==> config.mk <==
export PLATFORM = sky130hd
export DESIGN_NAME = calc_input_arbiter
export DESIGN_NICKNAME = d
export VERILOG_FILES = /design/src/rtl/calc_input_arbiter_pkg.sv /design/src/rtl/calc_input_arbiter_char_fifo.sv /design/src/rtl/calc_input_arbiter.sv
export SDC_FILE = /design/constraint.sdc
export NUM_CORES = 1
export LEC_CHECK = 0
export ABC_AREA = 1
export CAP_MARGIN = 0
export CORE_ASPECT_RATIO = 1.1
export CORE_MARGIN = 2
export CORE_UTILIZATION = 45
export CTS_CLUSTER_DIAMETER = 50
export DETAILED_ROUTE_END_ITERATION = 8
export PLACE_DENSITY = 0.77
export SETUP_SLACK_MARGIN = 0.4
export SYNTH_ARGS = -nofsm -noshare
export SYNTH_HDL_FRONTEND = slang
export SYNTH_SLANG_ARGS = --single-unit
==> constraint.sdc <==
create_clock -name clk -period 3.7 [get_ports clk]
set_clock_uncertainty 0.2 [all_clocks]
set_input_delay 0.37 -clock clk [delete_from_list [all_inputs] [get_ports clk]]
set_output_delay 0.37 -clock clk [all_outputs]
set_load 0.02 [all_outputs]
==> src/rtl/calc_input_arbiter_pkg.sv <==
// calc_input_arbiter_pkg: shared state encoding, owner codes and character set
// for the calculator input arbiter.
package calc_input_arbiter_pkg;

    typedef enum logic [2:0] {
        ST_IDLE,
        ST_GRANT,
        ST_ISSUE,
        ST_GAP,
        ST_WAIT_RES,
        ST_FLUSH,
        ST_RELEASE
    } state_t;

    localparam logic [1:0] OWN_NONE = 2'd0;
    localparam logic [1:0] OWN_KP   = 2'd1;
    localparam logic [1:0] OWN_HS   = 2'd2;

    localparam logic [7:0] CH_0         = 8'h30;
    localparam logic [7:0] CH_9         = 8'h39;
    localparam logic [7:0] CH_PLUS      = 8'h2B;
    localparam logic [7:0] CH_MINUS     = 8'h2D;
    localparam logic [7:0] CH_MUL       = 8'h2A;
    localparam logic [7:0] CH_EQ        = 8'h3D;
    localparam logic [7:0] CH_CLR       = 8'h43;
    localparam logic [7:0] CH_BACKSPACE = 8'h08;

    function automatic logic is_legal(input logic [7:0] c);
        return (c >= CH_0 && c <= CH_9) || c == CH_PLUS || c == CH_MINUS || c == CH_MUL ||
               c == CH_EQ || c == CH_CLR || c == CH_BACKSPACE;
    endfunction

endpackage

==> src/rtl/calc_input_arbiter_char_fifo.sv <==
// char_fifo: small 8-bit character FIFO; push is ignored while full, pop while empty.
module char_fifo #(
    parameter int DEPTH = 4
) (
    input  logic       clk,
    input  logic       rst_n,
    input  logic       push,
    input  logic [7:0] din,
    input  logic       pop,
    output logic [7:0] dout,
    output logic       full,
    output logic       empty
);
    localparam int AW = (DEPTH > 1) ? $clog2(DEPTH) : 1;

    logic [7:0]    mem [DEPTH];
    logic [AW-1:0] wr_ptr, rd_ptr;
    logic [AW:0]   count;
    logic          do_push, do_pop;

    assign full    = count == (AW+1)'(DEPTH);
    assign empty   = count == '0;
    assign dout    = mem[rd_ptr];
    assign do_push = push && !full;
    assign do_pop  = pop && !empty;

    always_ff @(posedge clk or negedge rst_n) begin
        if (!rst_n) begin
            wr_ptr <= '0;
            rd_ptr <= '0;
            count  <= '0;
        end else begin
            if (do_push) wr_ptr <= (wr_ptr == AW'(DEPTH - 1)) ? '0 : wr_ptr + 1'b1;
            if (do_pop) rd_ptr <= (rd_ptr == AW'(DEPTH - 1)) ? '0 : rd_ptr + 1'b1;
            count <= count + (AW+1)'(do_push) - (AW+1)'(do_pop);
        end
    end

    always_ff @(posedge clk) begin
        if (do_push) mem[wr_ptr] <= din;
    end

endmodule

==> src/rtl/calc_input_arbiter.sv <==
// calc_input_arbiter: arbitrates keypad and host character streams onto the
// calculator's single button-strobe input and returns host results.
module calc_input_arbiter
    import calc_input_arbiter_pkg::*;
#(
    parameter int FIFO_DEPTH   = 4,
    parameter int IDLE_TIMEOUT = 1000
) (
    input  logic        clk,
    input  logic        rst_n,
    input  logic        kp_valid,
    input  logic [7:0]  kp_char,
    output logic        kp_ready,
    input  logic        hs_valid,
    input  logic [7:0]  hs_char,
    output logic        hs_ready,
    output logic        btn_valid,
    output logic [7:0]  btn_char,
    output logic        mode_sel,
    input  logic        result_valid,
    input  logic [31:0] result_value,
    output logic        hs_resp_valid,
    output logic [31:0] hs_resp_value,
    output logic [1:0]  owner
);
    localparam int CW = $clog2(IDLE_TIMEOUT + 1);

    state_t        state, state_nx;
    logic [1:0]    own_q, own_nx;
    logic          rr_q, rr_nx;
    logic [7:0]    last_q, last_nx;
    logic [CW-1:0] idle_q, idle_nx;
    logic          kp_full, kp_empty, hs_full, hs_empty, kp_pop, hs_pop;
    logic [7:0]    kp_head, hs_head, own_head;
    logic          own_empty, timeout;

    assign kp_ready = !kp_full;
    assign hs_ready = !hs_full;

    // Illegal characters still complete the handshake but never reach the FIFO.
    char_fifo #(.DEPTH(FIFO_DEPTH)) u_kp_fifo (
        .clk   (clk),
        .rst_n (rst_n),
        .push  (kp_valid && is_legal(kp_char)),
        .din   (kp_char),
        .pop   (kp_pop),
        .dout  (kp_head),
        .full  (kp_full),
        .empty (kp_empty)
    );

    char_fifo #(.DEPTH(FIFO_DEPTH)) u_hs_fifo (
        .clk   (clk),
        .rst_n (rst_n),
        .push  (hs_valid && is_legal(hs_char)),
        .din   (hs_char),
        .pop   (hs_pop),
        .dout  (hs_head),
        .full  (hs_full),
        .empty (hs_empty)
    );

    always_ff @(posedge clk or negedge rst_n) begin
        if (!rst_n) begin
            state  <= ST_IDLE;
            own_q  <= OWN_NONE;
            rr_q   <= 1'b0;
            last_q <= '0;
            idle_q <= '0;
        end else begin
            state  <= state_nx;
            own_q  <= own_nx;
            rr_q   <= rr_nx;
            last_q <= last_nx;
            idle_q <= idle_nx;
        end
    end

    always_comb begin
        state_nx  = state;
        own_nx    = own_q;
        rr_nx     = rr_q;
        last_nx   = last_q;
        kp_pop    = 1'b0;
        hs_pop    = 1'b0;
        btn_valid = 1'b0;
        btn_char  = '0;
        own_empty = (own_q == OWN_KP) ? kp_empty : hs_empty;
        own_head  = (own_q == OWN_KP) ? kp_head : hs_head;
        timeout   = idle_q == CW'(IDLE_TIMEOUT - 1);
        case (state)
            ST_IDLE: begin
                if (!kp_empty || !hs_empty) begin
                    // rr_q = 0 gives the keypad priority when both are waiting.
                    own_nx   = (!kp_empty && (hs_empty || !rr_q)) ? OWN_KP : OWN_HS;
                    state_nx = ST_GRANT;
                end
            end
            ST_GRANT: state_nx = ST_ISSUE;
            ST_ISSUE: begin
                if (!own_empty) begin
                    btn_valid = 1'b1;
                    btn_char  = own_head;
                    last_nx   = own_head;
                    kp_pop    = own_q == OWN_KP;
                    hs_pop    = own_q == OWN_HS;
                    state_nx  = ST_GAP;
                end else if (timeout) begin
                    state_nx = ST_FLUSH;
                end
            end
            ST_GAP: state_nx = (last_q == CH_EQ) ? ST_WAIT_RES : (last_q == CH_CLR) ? ST_RELEASE : ST_ISSUE;
            ST_WAIT_RES: state_nx = result_valid ? ST_RELEASE : timeout ? ST_FLUSH : ST_WAIT_RES;
            ST_FLUSH: begin
                btn_valid = 1'b1;
                btn_char  = CH_CLR;
                state_nx  = ST_RELEASE;
            end
            ST_RELEASE: begin
                rr_nx    = own_q == OWN_KP;
                own_nx   = OWN_NONE;
                state_nx = ST_IDLE;
            end
            default: state_nx = ST_IDLE;
        endcase
        // The timeout can never be passed: reaching it always changes state, which clears the count.
        idle_nx = (state_nx != state || btn_valid) ? '0 :
                  (state == ST_ISSUE || state == ST_WAIT_RES) ? idle_q + 1'b1 : '0;
    end

    assign owner         = (state == ST_IDLE || state == ST_RELEASE) ? OWN_NONE : own_q;
    assign mode_sel      = owner != OWN_NONE;
    assign hs_resp_valid = state == ST_WAIT_RES && result_valid && own_q == OWN_HS;
    assign hs_resp_value = hs_resp_valid ? result_value : '0;

endmodule

==> flow_metrics.py, run 1 <==
metrics = {
    "power_and_ir_drop": {
        "power_leakage_nw": 2.83,
        "ir_drop_uv": 307,
        "total_power_mw": 4.20,
        "powerDensity_mw_per_mm2": 637,
    },
    "critical_path": {
        "slowest_stage": "clkdlybuf4s50_1",
        "required_ps": 3130,
        "r2r-end": "u_hs_fifo.count[2]",
        "r2r_start": "own_q[1]",
        "reg2regPathDepth": 11,
        "cp-end-kind": "output pin",
        "critPathLaunchType": "register",
        "slowest_delay_ps": 590,
        "critPathMaxFanout": 10,
        "critPathTopFamily": "buffers and inverters",
        "crit_type": "reg -> out",
        "timing.critical_path.buf_inv": 3,
        "crit_arrival_ps": 2590,
        "cp_cell_sequence": "inv_1, o21ai_0, o22a_1, o21ai_0, nand2_1, inv_1, clkdlybuf4s50_1",
        "r2r_slack_ps": 820,
    },
    "finish": {
        "insertedDiodeCount": 0,
        "layout_common_cells": "nor2_1, clkdlybuf4s50_1, inv_1, nand2_1, edfxtp_1",
        "fin_area_sq_mm": 0.00659,
        "final_common_cell": "nor2_1",
        "multi_input_area_sq_mm": 0.00182,
        "utilization_pct": 59.9,
        "seqCellArea_sq_mm": 0.00288,
        "final_nets": 733,
        "area_growth_pct": 28.7,
        "drive_gt1_share_pct": 7.49,
        "fill_cells": 924,
    },
    "drt": {
        "post_drt_wl_per_cell_um": 14.9,
        "avgViaCountPerCell": 5.20,
        "vias": 4234,
        "postRouteWirelength_mm": 12.2,
        "firstDrtPassIters": 4,
        "first_iter_violations": 296,
        "drc": 0,
        "antenna_left": 0,
    },
    "logic_synthesis": {
        "syn-cell-area_sq_mm": 0.00512,
        "synth_top_area_share_pct": 37.5,
        "synth-seq-area-share_pct": 56.1,
        "async_flop_share_pct": 37.3,
        "synthCells": 556,
        "ys_ff_latch": 102,
        "avgSynthCellArea_sq_um": 9.21,
        "ys_warn_count": 0,
        "yosysUniqueCellTypes": 39,
        "synth_edf_count": 64,
        "yosysTopAreaCell": "edfxtp_1",
        "synth_ff_type": "edfxtp_1",
        "synth_nets": 626,
        "synth_area_leaders": "edfxtp_1, dfrtp_1, nor2_1",
    },
    "sta": {
        "fmax_ghz": 0.317,
        "slew_viol_final": 0,
        "hold_viol_final": 0,
        "period_needed_ps": 3160,
        "tightest_slew_ps": 892,
        "timing.slew.headroom_pct": 40.6,
        "setup_tns_ps": 0,
        "finalSetupViolCount": 0,
        "rsz0062_at_grt": "yes",
        "hold_ws_ps": 299,
        "timing.final.crit_share_pct": 85.4,
    },
    "min_path": {
        "hp-class": "reg -> reg",
        "hold_path_end": "u_hs_fifo.count[2]",
        "min_from": "u_hs_fifo.count[1]",
        "min_delay_path_depth": 1,
    },
    "cts": {
        "clock_latency_ps": 340,
        "clk_pin_slew_ps": 70,
        "cts_tree": "yes",
        "htree_levels": 3,
        "clk_path_buf_depth": 2,
        "cts.sinks": 102,
        "cts-root-buf": "clkbuf_16",
        "cts_made_buffers": 9,
    },
    "outcome": {
        "outcome": "completed",
    },
    "die": {
        "die_h_um": 116,
        "core_area_sq_mm": 0.0110,
        "ios": 100,
        "initial_core_util_pct": 46.5,
        "rows": 40,
        "die_w_um": 106,
        "dieArea_sq_mm": 0.0122,
    },
    "grt": {
        "grt_pass1_vias": 4076,
        "grt_pass1_wl_mm": 19.4,
        "antenna_found_initial": 0,
        "overflow": 0,
        "grt_max_degree": 39,
        "grt_usage_pct": 20.2,
    },
    "placed_design": {
        "post_dp_cell_area_sq_mm": 0.00624,
        "gp_congestion": 0.847,
        "hpwl_mm": 8.71,
        "port_buffers": 99,
    },
    "job": {
        "cap_violations": 0,
    },
}
## layout make-up
cell class              instances  area share [%]
flip-flops and latches        102            43.6
clock buffers                   9            3.42
clock inverters                 7           0.854
inverters                     100            5.81
multi-input cells             343            27.6
repair inverters                1          0.0759
well taps                     147            2.79
repair buffers                106            15.8
## worst max path at each step
stage | from | cells past startpoint | slack, ps | end
after floorplan | u_kp_fifo.count[2] | 10 | 1260 | u_hs_fifo.count[2]
after global placement | kp_char[5] | 7 | 660 | u_kp_fifo.mem[0][0]
after detailed placement | kp_char[5] | 7 | 540 | u_kp_fifo.mem[0][0]
after CTS | own_q[1] | 8 | 520 | btn_char[0]
after global routing | u_kp_fifo.rd_ptr[1] | 7 | 390 | btn_char[2]
final | u_kp_fifo.rd_ptr[1] | 7 | 540 | btn_char[2]
## stage by stage
step | instances | worst slack [ps]
2_1_floorplan | 556 | 1260
3_3_place_gp | 792 | 656
3_5_place_dp | 792 | 539
4_1_cts | 809 | 522
5_1_grt | 815 | 393
6_report | 815 | 542
## per-layer routing
layer	part of all wire, %	global-route usage (%)	routed length (um)	vias to the layer above
li1	-	-	-	2028
met2	50	36.3	6030	173
met5	0	0	0	-
met1	41	24.6	4990	2014
met3	7.5	4.56	917	19
met4	1.9	6.05	227	0
## state kept, by name, summed over array words and instances (netlist names)
name,count
u_hs_fifo.wr_ptr,2
u_hs_fifo.mem,32
u_kp_fifo.mem,32
state,3
u_kp_fifo.wr_ptr,2
idle_q,10
u_kp_fifo.count,3
own_q,2
u_hs_fifo.count,3
last_q,8
u_hs_fifo.rd_ptr,2
rr_q,1
u_kp_fifo.rd_ptr,2
## synthesized netlist by cell type, types with 4 or more instances
master    instances
a21oi_1           6
buf_2             5
clkbuf_1          4
dfrtp_1          38
edfxtp_1         64
ha_1             15
inv_1            97
nand2_1          74
nand3_1          18
nand4_1           9
nor2_1          109
o21ai_0          56
o221ai_1          6
o22a_1            5
o22ai_1           5
## worst reg2reg max path, cell delays in order (launching register included)
cell     delay (ps)
dfrtp_1         360
inv_1           210
nand2_4         180
nand2_1         170
nand3_4         150
nor3_2          380
ha_1            210
inv_1            40
ha_1            180
fa_1            380
xnor2_1         190
xor2_1          150
## report_power, final
group / leakage (nW) / switching [mW] / internal [mW]
Combinational: 1.64 / 1.04 / 0.662
Clock: 0.132 / 0.427 / 0.466
Sequential: 1.06 / 0.213 / 1.39
Total: 2.83 / 1.68 / 2.52
## logic make-up (layout without fill, tap and decap cells)
group / after synthesis / after routing / share of synthesized area [%]
DFF: 102 / 102 / 56.1
xor gates and xnor gates: 4 / 4 / 0.684
buffers and inverters: 111 / 223 / 8.48
AOI/OAI and AO/OA: 88 / 88 / 10.1
adders and majority gates: 17 / 17 / 4.45
and+or+nand+nor: 234 / 234 / 20.2
## what timing repair did
item                       CTS  global route
cloned                       0             1
resized for setup            5             1
setup endpoints to repair   36             8
hold buffers                 1             0
buffers inserted             0             5
hold endpoints to repair    38             0
Note: power is estimated with default switching activity, not from simulation.
==> inputs of run 2 (changes only) <==
--- a/config.mk
+++ b/config.mk
@@ -17,3 +17,4 @@
 export SYNTH_ARGS = -nofsm -noshare
 export SYNTH_HDL_FRONTEND = slang
 export SYNTH_SLANG_ARGS = --single-unit
+export TNS_END_PERCENT = 1
==> flow_metrics.py, run 2 (same netlist as run 1, synthesis figures left out) <==
metrics = {
    "job": {
        "cap_violations": 0,
    },
    "cts": {
        "htree_levels": 3,
        "cts_made_buffers": 9,
        "clk_path_buf_depth": 2,
        "clk_pin_slew_ps": 70,
        "cts_tree": "yes",
        "cts-root-buf": "clkbuf_16",
        "clock_latency_ps": 340,
        "cts.sinks": 102,
    },
    "drt": {
        "postRouteWirelength_mm": 12.1,
        "post_drt_wl_per_cell_um": 14.8,
        "first_iter_violations": 249,
        "vias": 4175,
        "avgViaCountPerCell": 5.14,
        "antenna_left": 0,
        "firstDrtPassIters": 4,
        "drc": 0,
    },
    "critical_path": {
        "cp_cell_sequence": "clkinvlp_4, o21ai_0, o22ai_1, nand2_1, o21ai_0, nand2_1, inv_1, clkdlybuf4s50_1",
        "required_ps": 3130,
        "crit_arrival_ps": 2600,
        "slowest_delay_ps": 600,
        "r2r_start": "own_q[1]",
        "reg2regPathDepth": 11,
        "critPathTopFamily": "buffers and inverters",
        "cp-end-kind": "output pin",
        "timing.critical_path.buf_inv": 3,
        "critPathMaxFanout": 19,
        "r2r_slack_ps": 830,
        "critPathLaunchType": "register",
        "slowest_stage": "dfrtp_2",
        "crit_type": "reg -> out",
        "r2r-end": "u_hs_fifo.count[2]",
    },
    "outcome": {
        "outcome": "completed",
    },
    "sta": {
        "period_needed_ps": 3170,
        "setup_tns_ps": 0,
        "worst_slack_ps": 534,
        "timing.final.crit_share_pct": 85.6,
        "timing.slew.headroom_pct": 40.8,
        "rsz0062_at_grt": "yes",
        "tightest_slew_ps": 888,
        "hold_viol_final": 0,
        "fmax_ghz": 0.316,
        "finalSetupViolCount": 0,
        "hold_ws_ps": 299,
        "slew_viol_final": 0,
    },
    "min_path": {
        "min_delay_path_depth": 1,
        "min_from": "u_hs_fifo.count[1]",
        "hold_path_end": "u_hs_fifo.count[2]",
        "hp-class": "reg -> reg",
    },
    "finish": {
        "final_nets": 730,
        "final_common_cell": "nor2_1",
        "area_growth_pct": 28.3,
        "layout_common_cells": "nor2_1, clkdlybuf4s50_1, inv_1, nand2_1, edfxtp_1",
        "fin_area_sq_mm": 0.00657,
        "drive_gt1_share_pct": 7.07,
        "insertedDiodeCount": 0,
        "top_regs": "u_hs_fifo.mem x32, u_kp_fifo.mem x32, idle_q x10",
    },
    "power_and_ir_drop": {
        "powerDensity_mw_per_mm2": 635,
        "ir_drop_uv": 306,
        "power_leakage_nw": 2.82,
        "total_power_mw": 4.17,
    },
    "placed_design": {
        "gp_congestion": 0.847,
        "place_ws_ps": 539,
        "post_dp_cell_area_sq_mm": 0.00624,
        "hpwl_mm": 8.71,
        "port_buffers": 99,
    },
    "die": {
        "ios": 100,
        "dieArea_sq_mm": 0.0122,
        "die_h_um": 116,
        "die_w_um": 106,
        "initial_core_util_pct": 46.5,
        "core_area_sq_mm": 0.0110,
        "rows": 40,
    },
    "grt": {
        "antenna_found_initial": 0,
        "grt_usage_pct": 20.2,
        "grt_pass1_wl_mm": 19.4,
        "grt_max_degree": 39,
        "grt_pass1_vias": 4069,
        "overflow": 0,
    },
}
## run 2: cell types whose count changed in the layout (fill, tap and decap cells not counted)
cell        before  now
clkinvlp_2       1    0
buf_4            6    4
## run 2: worst max path at each step
stage	depth (start not counted)	end	slack, ps	start
6_report	8	btn_char[2]	530	u_hs_fifo.rd_ptr[0]
5_1_grt	7	btn_char[2]	350	u_kp_fifo.rd_ptr[0]
4_1_cts	6	btn_char[0]	370	u_hs_fifo.rd_ptr[0]
3_5_place_dp	7	u_kp_fifo.mem[0][0]	540	kp_char[5]
3_3_place_gp	7	u_kp_fifo.mem[0][0]	660	kp_char[5]
2_1_floorplan	10	u_hs_fifo.count[2]	1260	u_kp_fifo.count[2]
## run 2: report_power, final
group | internal (mW) | switching (mW)
combinational | 0.649 | 1.03
sequential | 1.39 | 0.211
clock | 0.466 | 0.424
## run 2: worst reg2reg max path, delay by kind of cell (launching register included)
kind	cells	cell delay [ps]
buffers and inverters	2	250
DFF	1	360
xor gates and xnor gates	2	340
adders and majority gates	3	770
and+or+nand+nor	4	890
## run 2: metrics by stage
step                util [%]  instances
CTS                     59.4        809
global placement        56.7        792
finish                  59.7        812
global route            59.7        812
floorplan                  -        556
detailed placement      56.7        792
## run 2: final cells by class
type | count | area [sq um]
sequential | 102 | 2880
fill | 924 | 4440
multi-input combinational | 343 | 1820
inverter | 100 | 383
tap | 147 | 184
timing repair buffer | 104 | 1030
clock buffer | 9 | 225
clock inverter | 7 | 56.3
## run 2: timing repair
item	4_1_cts	5_1_grt
hold endpoints to repair	38	0
gates resized for setup	3	3
buffers inserted	0	3
setup endpoints to repair	36	8
hold buffers	1	0
## run 2: per-layer routing
| metal | routed length, um | up-vias | global-route usage, % |
|---|---|---|---|
| met5 | 0 | - | 0 |
| met4 | 206 | 0 | 6.05 |
| met3 | 924 | 15 | 4.56 |
| met2 | 5960 | 171 | 36.3 |
| met1 | 4960 | 1967 | 24.6 |
| li1 | - | 2022 | - |
